**src/rtl/mem_port_arbiter.sv**
```systemverilog
// Single-port memory arbiter between the fetch (IF) and load/store (DM) ports.
// One transaction in flight at a time; DM has fixed priority, but after
// STARVE_LIMIT consecutive DM grants taken while IF waited, IF is forced through.
module mem_port_arbiter #(
  parameter int ADDR_WIDTH   = 32,
  parameter int DATA_WIDTH   = 32,
  parameter int STARVE_LIMIT = 4
) (
  input  logic                    clk,
  input  logic                    rst,
  input  logic                    if_req,
  input  logic [ADDR_WIDTH-1:0]   if_addr,
  output logic                    if_ack,
  output logic                    if_rvalid,
  output logic [DATA_WIDTH-1:0]   if_rdata,
  input  logic                    dm_req,
  input  logic                    dm_we,
  input  logic [ADDR_WIDTH-1:0]   dm_addr,
  input  logic [DATA_WIDTH-1:0]   dm_wdata,
  input  logic [DATA_WIDTH/8-1:0] dm_wstrb,
  output logic                    dm_ack,
  output logic                    dm_rvalid,
  output logic [DATA_WIDTH-1:0]   dm_rdata,
  output logic                    mem_req,
  output logic                    mem_we,
  output logic [ADDR_WIDTH-1:0]   mem_addr,
  output logic [DATA_WIDTH-1:0]   mem_wdata,
  output logic [DATA_WIDTH/8-1:0] mem_wstrb,
  input  logic                    mem_gnt,
  input  logic                    mem_rvalid,
  input  logic [DATA_WIDTH-1:0]   mem_rdata,
  output logic                    busy
);

  localparam int CW = $clog2(STARVE_LIMIT + 1);
  localparam logic [CW-1:0] LIMIT = CW'(STARVE_LIMIT);

  typedef enum logic [1:0] {S_IDLE, S_ADDR, S_RESP} state_t;
  typedef enum logic [1:0] {OWN_NONE, OWN_IF, OWN_DM} owner_t;

  state_t         state, state_nxt;
  owner_t         owner, owner_nxt;
  owner_t         sel;         // requester currently driving the memory port
  logic           grant;       // memory accepted the request this cycle
  logic [CW-1:0]  starve, starve_nxt;

  // State, owner and starvation counter registers
  always_ff @(posedge clk) begin
    if (rst) begin
      state  <= S_IDLE;
      owner  <= OWN_NONE;
      starve <= '0;
    end else begin
      state  <= state_nxt;
      owner  <= owner_nxt;
      starve <= starve_nxt;
    end
  end

  // Arbitration, next state, handshakes and response routing
  always_comb begin
    state_nxt  = state;
    owner_nxt  = owner;
    sel        = OWN_NONE;
    grant      = 1'b0;
    if_rvalid  = 1'b0;
    dm_rvalid  = 1'b0;
    if_rdata   = '0;
    dm_rdata   = '0;
    starve_nxt = starve;
    case (state)
      S_IDLE: begin
        if (dm_req && !(if_req && starve == LIMIT)) sel = OWN_DM;
        else if (if_req)                            sel = OWN_IF;
        if (sel != OWN_NONE) begin
          owner_nxt = sel;
          grant     = mem_gnt;
          state_nxt = mem_gnt ? S_RESP : S_ADDR;
        end
      end
      S_ADDR: begin
        sel = owner;
        if (mem_gnt) begin
          grant     = 1'b1;
          state_nxt = S_RESP;
        end
      end
      S_RESP: begin
        if (mem_rvalid) begin
          if (owner == OWN_IF) begin
            if_rvalid = 1'b1;
            if_rdata  = mem_rdata;
          end else if (owner == OWN_DM) begin
            dm_rvalid = 1'b1;
            dm_rdata  = mem_rdata;
          end
          state_nxt = S_IDLE;
          owner_nxt = OWN_NONE;
        end
      end
      default: begin
        state_nxt = S_IDLE;
        owner_nxt = OWN_NONE;
      end
    endcase
    mem_req = (sel != OWN_NONE);
    if_ack  = grant && (sel == OWN_IF);
    dm_ack  = grant && (sel == OWN_DM);
    if (grant) begin
      if (sel == OWN_DM && if_req) starve_nxt = (starve == LIMIT) ? starve : starve + 1'b1;
      else                         starve_nxt = '0;
    end
  end

  // Memory payload mux from the requester currently driving the port
  always_comb begin
    mem_we    = 1'b0;
    mem_addr  = '0;
    mem_wdata = '0;
    mem_wstrb = '0;
    if (sel == OWN_IF) begin
      mem_addr = if_addr;
    end else if (sel == OWN_DM) begin
      mem_we    = dm_we;
      mem_addr  = dm_addr;
      mem_wdata = dm_wdata;
      mem_wstrb = dm_wstrb;
    end
  end

  assign busy = (state != S_IDLE);

endmodule
```
**config.mk**
```make
export PLATFORM = sky130hd
export DESIGN_NAME = mem_port_arbiter
export DESIGN_NICKNAME = d
export VERILOG_FILES = /design/src/rtl/mem_port_arbiter.sv
export SDC_FILE = /design/constraint.sdc
export NUM_CORES = 1
export LEC_CHECK = 0
export BUFFER_PORTS_ARGS = -buffer_cell sky130_fd_sc_hd__buf_2
export CAP_MARGIN = 20
export CORE_AREA = 2 2 107 109
export CTS_CLUSTER_SIZE = 14
export DETAILED_ROUTE_END_ITERATION = 12
export DIE_AREA = 0 0 109 111
export GPL_ROUTABILITY_DRIVEN = 0
export MAX_ROUTING_LAYER = met4
export PLACE_DENSITY = 0.57
export SLEW_MARGIN = 25
export SYNTH_ARGS = -nofsm -noshare
export SYNTH_HDL_FRONTEND = slang
export SYNTH_SLANG_ARGS = --single-unit
```
**constraint.sdc**
```tcl
create_clock -name clk -period 2.4 [get_ports clk]
set_clock_uncertainty 0.2 [all_clocks]
set_input_delay 0 -clock clk [delete_from_list [all_inputs] [get_ports clk]]
set_output_delay 0 -clock clk [all_outputs]
set_load 0.01 [all_outputs]
```
**Word level (Yosys, flattened, before mapping)**

Index checks and enable logic that the tools add are counted.

- Bits in registers: 7
- Input port bits: 139
- Output and inout bits: 139
- Word-level logic and storage cells: 67

- $add $sub $neg: 1
- Equal/unequal tests: 11
- Muxes and demuxes: 38
- Bitwise gates (word level): 1
- Reduce and logical (&&, ||, !) cells: 13

Operator list:

| cell | number |
|---|---|
| 32-bit two-way mux | 11 |
| 2-bit two-way mux | 7 |
| 1-bit two-way mux | 12 |
| 2-bit one-hot mux with 3 select lines | 2 |
| 4-bit two-way mux | 2 |
| 2-bit inequality test, second input constant | 4 |
| 2-bit by 1-bit == test with 1-bit output, second input constant | 3 |
| 2-bit == test, second input constant | 3 |
| 3-bit two-way mux | 2 |
| 3-bit AND reduction | 2 |
| 2-bit nonzero test | 3 |
| 1-bit logical AND | 5 |
| 2-bit one-hot mux with 2 select lines | 1 |
| 3-bit by 1-bit adder with 3-bit output, second input constant | 1 |
| 3-bit == test, second input constant | 1 |
| 2-bit logical NOT | 1 |
| 1-bit one-hot mux with 2 select lines | 1 |
| 2-bit AND reduction | 1 |
| 1-bit logical NOT | 1 |
| 1-bit inverter | 1 |

**Depth between registers and ports, before layout**

- Depth in word-level cells: 11
- Mapped depth: 8
- Depth with buffers taken out: 6

**Worst setup path before layout**

OpenSTA, ideal clock, no wires.

- Path kind: reg-to-output
- From: reg starve[0]
- To: out mem_addr[10]
- Arrival: 1677 ps
- Path slack: 523 ps
- Stages on the path, launching flop included: 9
- Cell sequence: dfxtp_1 -> inv_1 -> ha_1 -> a21bo_1 -> a32oi_2 -> and2_4 -> buf_6 -> buf_6 -> a22o_1

- Longest elaborated chain between the ends: 10

RTL lines:

| item | RTL line | source |
|---|---|---|
| start: declaration | 45 | `logic [CW-1:0] starve, starve_nxt;` |
| start signal: assignment | 56 | `starve <= starve_nxt;` |
| 3-bit == test * | 73 | `if (dm_req && !(if_req && starve == LIMIT)) sel = OWN_DM;` |
| 1-bit logical AND * | 73 |  |
| 1-bit logical NOT * | 73 |  |
| 1-bit logical AND * | 73 |  |
| 2-bit two-way mux * | 73 |  |
| 2-bit two-way mux * | 71 | `case (state)` |
| 2-bit one-hot mux with 2 select lines * | 71 |  |
| 2-bit == test | 123 | `end else if (sel == OWN_DM) begin` |
| 32-bit two-way mux | 123 |  |
| 32-bit two-way mux * | 121 | `if (sel == OWN_IF) begin` |
| end: declaration | 26 | `output logic [ADDR_WIDTH-1:0] mem_addr,` |

Every way passes the cells marked *; elsewhere a longest branch is shown, timed or not. The select of a mux whose other input is x is not followed.

**Worst setup path after layout**

- From: reg starve[1]
- To: out mem_addr[23]

The elaborated chain is that of the path after synthesis.

==> results.sh <==
export IMPL_outcome="finished, final reports clean"
export IMPL_max_slew_margin_rel_pct=70.5
export IMPL_crit_cells=9
export IMPL_htree_levels=1
export IMPL_yosysTopAreaCell="and2_1"
export IMPL_cts_path_max_buffers=2
export IMPL_period_needed_ns=2.37
export IMPL_synth_area_top_cells="and2_1 27%, a22o_1 19%, and3_1 16%, dfxtp_1 9.3%, buf_6 3.0%"
export IMPL_antenna_found_initial=0
export IMPL_fin_total_pwr_mw=0.993
export IMPL_crit_family="compound AO/OA/AOI/OAI gates"
export IMPL_cts_buffers=3
export IMPL_viasPerCell=4.29
export IMPL_startpoint="starve[1]$_SDFFE_PP0P_"
export IMPL_yosysMostFrequentCell="and2_1"
export IMPL_m1WireLength_um=3810
export IMPL_drive_gt1_share_pct=64.3
export IMPL_vdd_drop_max_v=0.000225
export IMPL_crit_path_end_kind="output port"
export IMPL_synth_ff_type="dfxtp_1"
export IMPL_path_buf_inv=4
export IMPL_place_hpwl_um=7260
export IMPL_route_met2_wl_um=4940
export IMPL_setup_viol=0
export IMPL_clkLatencyLatePin_ns=0.23
export IMPL_crit_end="mem_addr[23]"
export IMPL_drt_iter0_drc=197
export IMPL_drv_slew=0
export IMPL_synthArstFlopShare_pct=0
export IMPL_start_kind="register"
export IMPL_final_hold_viol_count=0
export IMPL_r2r_start="starve[1]$_SDFFE_PP0P_"
export IMPL_die_area_sq_um=12100
export IMPL_clk_pin_slew_ns=0.04
export IMPL_dr_pass1_iters=4
export IMPL_synth_edff_count=0
export IMPL_final_antenna_net_count=0
export IMPL_start_util_pct=13.6
export IMPL_synth_area_sq_um=1510
export IMPL_die_h_um=111
export IMPL_tightest_slew_ns=0.442
export IMPL_grt_pass1_vias=2605
export IMPL_path_cells="inv_2, ha_4, buf_6, a21bo_4, a32oi_4, buf_6, and2_4, a22o_1, buf_2"
export IMPL_wl_um=9740
export IMPL_cp_arrival_ns=2.17
export IMPL_row_count=39
export IMPL_io_pins=278
export IMPL_reg2reg_depth=9
export IMPL_worst_path_max_delay_cell="dfxtp_2"
export IMPL_critPathMaxFanout=7
export IMPL_power_leakage_nw=2.16
export IMPL_crit_type="register to output port"
export IMPL_grt_setup_unrepaired="true"
export IMPL_drc=0
export IMPL_placed_cells=619
export IMPL_yosys_warnings=0
export IMPL_cts_tree="yes"
export IMPL_ys_seq_area_share_pct=9.27
export IMPL_grt_usage_pct=14.0
export IMPL_rrSetupSlack_ns=0.26
export IMPL_tns_ns=0
export IMPL_ys_top_cells_by_count="65 x and2_1, 38 x and3_1, 33 x a22o_1, 11 x clkbuf_1, 7 x dfxtp_1"
export IMPL_root_buffer="clkbuf_16"
export IMPL_core_area_sq_um=11100
export IMPL_finalNetCount=638
export IMPL_required_ns=2.20
export IMPL_fin_crit_sh_pct=98.9
export IMPL_syn_num_nets=350
export IMPL_dieWidth_um=109
export IMPL_met3_wirelength_um=980
export IMPL_gr_total_overflow=0
export IMPL_synth_seq_cells=7
export IMPL_grt_max_degree=45
export IMPL_cap_violations=0
export IMPL_crit_top_cell="buf_6"
export IMPL_area_delta_synth_final_pct=123
export IMPL_power_density_nw_per_um2=295
export IMPL_fin_cells=639
export IMPL_synth_top_cell_area_share_pct=26.9
export IMPL_synth_cells=209
export IMPL_synthDistinctLibCells=33
export IMPL_fmax_mhz=421
export IMPL_fill_cells=1208
export IMPL_vias=2744
export IMPL_hold_class="input pin to output port"
export IMPL_routed_top_layer="met3"
export IMPL_drt_wirelength_per_cell_um=15.2
export IMPL_clock_sinks=7
export IMPL_cpPeakStageDelay_ns=0.32
export IMPL_avgSynthCellArea_sq_um=7.23
export IMPL_portBuffers=277
export IMPL_antenna_cells=0
export IMPL_r2r_end="starve[1]$_SDFFE_PP0P_"
export IMPL_grt_pass1_wl_um=13100
==> where the power goes <==
part           switching (mW)  internal, mW
Sequential            0.00779         0.122
Combinational           0.286         0.291
Clock                  0.0642         0.221
Total                   0.358         0.634
==> layout make-up <==
class / count / area (sq um) / share of cell area (%)
repair buffers: 300 / 1630 / 48.5
multi-input cells: 182 / 1320 / 39.2
well taps: 143 / 179 / 5.31
flip-flops and latches: 7 / 143 / 4.24
clock buffers: 4 / 78.8 / 2.34
inverters: 3 / 11.3 / 0.334
==> layout by cell type (no fill, tap or decap), drive strengths merged, types with 3 or more instances in the layout <==
cell type / Yosys / final
buf: 11 / 293
and2: 66 / 70
and3: 38 / 38
a22o: 33 / 33
nor2: 7 / 8
dfxtp: 7 / 7
dlygate4sd3: 0 / 6
a21oi: 5 / 5
clkbuf: 11 / 5
nand3b: 3 / 3
inv: 3 / 3
a32oi: 3 / 3
==> through the flow <==
step | hold WS, ns | setup WS (ns) | cell area, sq um | util, %
finish | 0.0916 | 0.0253 | 3370 | 30.4
global route | 0.109 | -0.0456 | 3370 | 30.4
CTS | 0.0912 | 0.00273 | 3230 | 29.2
detailed placement | -0.0171 | 0.0483 | 3050 | 27.5
global placement | -0.0148 | -0.0944 | 3050 | 27.5
floorplan | -0.131 | 0.523 | 1510 | -
==> worst min-delay path, cell delays in order <==
cell and delay (ns):
buf_2 0.07, a22o_1 0.10, buf_2 0.12
==> flip-flops by register name, indices dropped and copies added (netlist names) <==
| register | flops |
|---|---|
| owner | 2 |
| starve | 3 |
| state | 2 |
==> repair_timing <==
item                                    4_1_cts  5_1_grt
pin swaps                                     3       10
hold endpoints to repair                      5        0
endpoints found under the setup margin       50       70
cloned                                        3        3
hold buffers                                  6        0
gates resized for setup                       5       16
buffers inserted                              1        3
==> worst min path at each step <==
stage | startpoint | endpoint | slack, ns | cells after the start
2_1_floorplan | rst | state[1]$_SDFFE_PP0P_ | -0.13 | 1
3_3_place_gp | mem_gnt | state[0]$_SDFFE_PP0P_ | -0.01 | 2
3_5_place_dp | mem_gnt | state[0]$_SDFFE_PP0P_ | -0.02 | 2
4_1_cts | if_addr[10] | mem_addr[10] | 0.09 | 3
5_1_grt | mem_rdata[30] | dm_rdata[30] | 0.11 | 3
6_report | if_addr[10] | mem_addr[10] | 0.09 | 3
==> layer usage <==
| layer | vias to the layer above | GRT usage (%) |
|---|---|---|
| met5 | - | - |
| met4 | 0 | 0.513 |
| met3 | 0 | 3.12 |
| met2 | 170 | 26.4 |
| met1 | 1243 | 15.6 |
| li1 | 1331 | - |
==> kinds of logic after synthesis <==
family / share of synthesized area (%)
adders and majority gates: 1.66
DFF: 9.27
buffers and inverters: 8.94
AOI/OAI and AO/OA: 26.6
and+or+nand+nor: 53.6
No activity file was read; power rests on OpenSTA's default activity.
